--- src/rtl/imem_loader.sv ---
// Boot-time loader: assembles a byte stream into little-endian 32-bit words,
// writes them into instruction memory and holds the CPU in reset until done.
module imem_loader #(
    parameter int ADDR_WIDTH = 12
) (
    input  logic                  clk,
    input  logic                  rst,
    input  logic [7:0]            in_data,
    input  logic                  in_valid,
    output logic                  in_ready,
    input  logic                  reload,
    output logic                  imem_we,
    output logic [ADDR_WIDTH-1:0] imem_waddr,
    output logic [31:0]           imem_wdata,
    output logic                  cpu_rst,
    output logic                  done,
    output logic                  error
);

    typedef enum logic [2:0] {
        LEN_LO,
        LEN_HI,
        DATA,
        DONE,
        ERROR
    } state_t;

    localparam logic [16:0] DEPTH = 17'(2 ** ADDR_WIDTH);

    state_t              r_state;
    logic [15:0]         r_count;
    logic [1:0]          r_byte_idx;
    logic [ADDR_WIDTH:0] r_word_idx;
    logic [23:0]         r_buf;

    logic                w_accept;
    logic [16:0]         w_hdr_count;
    logic [16:0]         w_next_word;

    assign in_ready    = (r_state == LEN_LO) || (r_state == LEN_HI) || (r_state == DATA);
    assign w_accept    = in_valid && in_ready;
    // Full header value as it becomes known on the LEN_HI accept edge.
    assign w_hdr_count = {1'b0, in_data, r_count[7:0]};
    assign w_next_word = 17'(r_word_idx) + 17'd1;

    // NOTE: all state below uses non-blocking assignments so every register
    // samples pre-edge values; blocking here would chain updates within a cycle.
    always_ff @(posedge clk) begin
        if (rst) begin
            r_state    <= LEN_LO;
            r_count    <= '0;
            r_byte_idx <= '0;
            r_word_idx <= '0;
            r_buf      <= '0;
            imem_we    <= 1'b0;
            imem_waddr <= '0;
            imem_wdata <= '0;
            cpu_rst    <= 1'b1;
            done       <= 1'b0;
            error      <= 1'b0;
        end else begin
            imem_we <= 1'b0;
            case (r_state)
                LEN_LO: begin
                    if (w_accept) begin
                        r_count[7:0] <= in_data;
                        r_state      <= LEN_HI;
                    end
                end
                LEN_HI: begin
                    if (w_accept) begin
                        r_count[15:8] <= in_data;
                        r_byte_idx    <= '0;
                        r_word_idx    <= '0;
                        if (w_hdr_count == 17'd0) begin
                            r_state <= DONE;
                        end else if (w_hdr_count > DEPTH) begin
                            r_state <= ERROR;
                        end else begin
                            r_state <= DATA;
                        end
                    end
                end
                DATA: begin
                    if (w_accept) begin
                        r_byte_idx <= r_byte_idx + 2'd1;
                        if (r_byte_idx != 2'd3) begin
                            r_buf[8*r_byte_idx +: 8] <= in_data;
                        end else begin
                            imem_we    <= 1'b1;
                            imem_wdata <= {in_data, r_buf};
                            imem_waddr <= r_word_idx[ADDR_WIDTH-1:0];
                            r_word_idx <= r_word_idx + 1'b1;
                            if (w_next_word == {1'b0, r_count}) begin
                                r_state <= DONE;
                            end
                        end
                    end
                end
                DONE: begin
                    if (reload) begin
                        r_state    <= LEN_LO;
                        r_count    <= '0;
                        r_byte_idx <= '0;
                        r_word_idx <= '0;
                        cpu_rst    <= 1'b1;
                        done       <= 1'b0;
                    end else begin
                        cpu_rst <= 1'b0;
                        done    <= 1'b1;
                    end
                end
                ERROR: begin
                    error   <= 1'b1;
                    cpu_rst <= 1'b1;
                end
                default: r_state <= LEN_LO;
            endcase
        end
    end

endmodule
--- config.mk ---
export PLATFORM = sky130hd
export DESIGN_NAME = imem_loader
export DESIGN_NICKNAME = d
export VERILOG_FILES = /design/src/rtl/imem_loader.sv
export SDC_FILE = /design/constraint.sdc
export NUM_CORES = 1
export LEC_CHECK = 0
export ABC_CLOCK_PERIOD_IN_PS = 3000
export CELL_PAD_IN_SITES_DETAIL_PLACEMENT = 0
export CELL_PAD_IN_SITES_GLOBAL_PLACEMENT = 1
export CORE_MARGIN = 1.5
export CORE_UTILIZATION = 44
export CTS_CLUSTER_DIAMETER = 40
export DETAILED_ROUTE_END_ITERATION = 12
export PLACE_DENSITY = 0.87
export SYNTH_ARGS = -nofsm -noshare
export SYNTH_HDL_FRONTEND = slang
export SYNTH_SLANG_ARGS = --single-unit
export TNS_END_PERCENT = 100
--- constraint.sdc ---
create_clock -name clk -period 3 [get_ports clk]
set_input_delay 0.9 -clock clk [delete_from_list [all_inputs] [get_ports clk]]
set_output_delay 0.9 -clock clk [all_outputs]
set_load 0.005 [all_outputs]
==> results.ini <==
[status]
status = completed

[worst_setup_path]
rr_worst_depth = 6
reg2reg_to = r_buf[2]
required_ns = 2.10
endpoint = in_ready
crit_start = r_state[1]
end_kind = output port
arrival_ns = 1.61
critical_path.max_fanout = 13
crit_type = flip-flop to output port
ff2ff_setup_slack_ns = 0.74
r2r_start = r_state[1]
startpoint_type = flip-flop

[clocking]
cts_num_sinks = 106
cts_buffer_depth = 2
path_clk_slew_ns = 0.10
hold_buffers = 0
insertion_delay_ns = 0.37
cts_tree = built
ctsRootBufferMaster = clkbuf_8
cts_made_buffers = 9
ctsResizeCount = 0
post_cts_buffers = 0
htree_levels = 3

[yosys]
yosysTopAreaCell = dfxtp_1
syn_area_per_cell_um2 = 7.85
synth_area_leaders = dfxtp_1, a21oi_1, nand2_1
synth_area_mm2 = 0.00465
ys_ff_latch = 106
synthFlopType = dfxtp_1
synth_common_cells = nand2_1, a21oi_1, dfxtp_1, nand3_1, nor2_1
syn-num-nets = 611
yosysMostFrequentCell = nand2_1
yosys_warnings = 0
synthArstFlopShare_pct = 0
synth_top_area_share_pct = 45.6
yosysSeqAreaShare_pct = 45.6
synth_edf_count = 0
netlist_instances = 593
ys_types = 48

[power]
p_per_area_mw_per_mm2 = 453
power_leakage_nw = 1.82
max-vdd-ir-drop_uv = 228

[detailed_routing]
drt_pass1_iterations = 5
antenna_left = 0
post_drt_via_cell_ratio = 5.24
wl_per_cell_um = 14.7
drt-total-wl_mm = 11.5
drc = 0
first_iter_violations = 233
vias = 4099

[grt]
grt_max_degree = 48
grt_pass1_wl_mm = 18.9
grt_pass1_vias = 3775
antenna_found_initial = 0
grtUsageTotal_pct = 21.1
gr-total-overflow = 0

[layout]
n_antenna_cell = 0
final_cells = 782
area_growth_pct = 19.9
fillers = 1018
layout-drive-gt1-share_pct = 6.97
nets = 659

[timing]
rsz0062_at_grt = no
period_needed_ns = 2.51
min_period_over_period_pct = 83.8
final.setup.tns_ns = 0
slew_violations = 0
tightest_slew_ns = 0.791
slew_headroom_pct = 47.2
final-hold-violation-count = 0
fmax_mhz = 398
setup_violations = 0
skew_ns = 0.00816

[floorplan]
coreArea_mm2 = 0.0103
initial_core_util_pct = 45.3
rows = 37
die_w_um = 106
die_h_um = 106
ios = 61
dieArea_mm2 = 0.0112

[placement]
gp_congestion = 0.908
numPortBuffers = 60
placedCellCount = 766
dp_hpwl_mm = 7.98

[flow_run]
drv_cap = 0

[min_path]
hold_path_depth = 2
hp-class = flip-flop to flip-flop

[worst min-delay path by stage]
| stage | startpoint | endpoint |
|---|---|---|
| final | imem_waddr[4] | imem_waddr[4] |
| after global routing | imem_waddr[6] | imem_waddr[6] |
| after CTS | imem_waddr[4] | imem_waddr[4] |
| after detailed placement | imem_waddr[4] | imem_waddr[4] |
| after global placement | imem_waddr[3] | imem_waddr[3] |
| after floorplan | r_buf[0] | imem_wdata[0] |
[worst max-delay path, stage by stage, from the launching register on]
cell and delay [ns]:
dfxtp_1 0.62, a21oi_1 0.16, clkdlybuf4s50_1 0.47
[state kept, by name (all words and copies together) (netlist names)]
name        count
cpu_rst         1
done            1
r_count        16
imem_we         1
r_state         3
r_buf          24
imem_waddr     12
error           1
imem_wdata     32
r_byte_idx      2
r_word_idx     13
[layout by cell type, fill, tap and decap left out, types with 13 or more instances in the layout]
cell type / synthesis / routed
dfxtp_1: 106 / 106
buf_4: 3 / 17
a21oi_1: 107 / 107
xnor2_1: 14 / 14
nor2_1: 31 / 31
nand3_1: 47 / 47
o21ai_0: 15 / 15
nand2_1: 141 / 141
nand2b_1: 13 / 13
clkdlybuf4s50_1: 0 / 59
[area by class of cell]
cell class              instances  area, um^2  share of cell area [%]
multi-input cells             439        2310                    41.5
flip-flops and latches        106        2120                    38.0
repair buffers                 78         758                    13.6
well taps                     136         170                    3.05
clock buffers                  10         138                    2.47
clock inverters                 6        51.3                   0.919
inverters                       7        26.3                   0.471
[where the power goes]
part	leakage, nW	switching, mW	internal (mW)
registers	0.856	0.0323	1.43
clock network	0.0866	0.517	0.334
logic	0.880	0.123	0.0927
total	1.82	0.672	1.86
[through the flow]
stage	hold WS (ns)	setup slack [ns]	total power [mW]	instance area [um^2]	util [%]
2_1_floorplan	0.432	0.728	1.63	4650	-
3_3_place_gp	0.442	0.279	1.71	5390	52.5
3_5_place_dp	0.446	0.236	1.71	5390	52.5
4_1_cts	0.460	0.476	2.54	5580	54.3
5_1_grt	0.475	0.439	2.62	5580	54.3
6_report	0.457	0.486	2.53	5580	54.3
[per-layer routing]
layer,vias up,global-route usage [%],wire length (um)
met5,-,0,0
met4,0,8.30,249
met3,18,2.91,463
met2,112,33.5,5160
met1,1875,29.0,5600
li1,2094,-,-
[cell families after synthesis]
logic type	synth area share, %
buffers and inverters	4.68
AND/OR/NAND/NOR	28.1
AO/OA/AOI/OAI	15.5
flip-flops	45.6
XOR/XNOR	4.06
adder cells (fa/ha/maj)	1.61
multiplexers	0.457
Power figures use the tool's default switching activity.
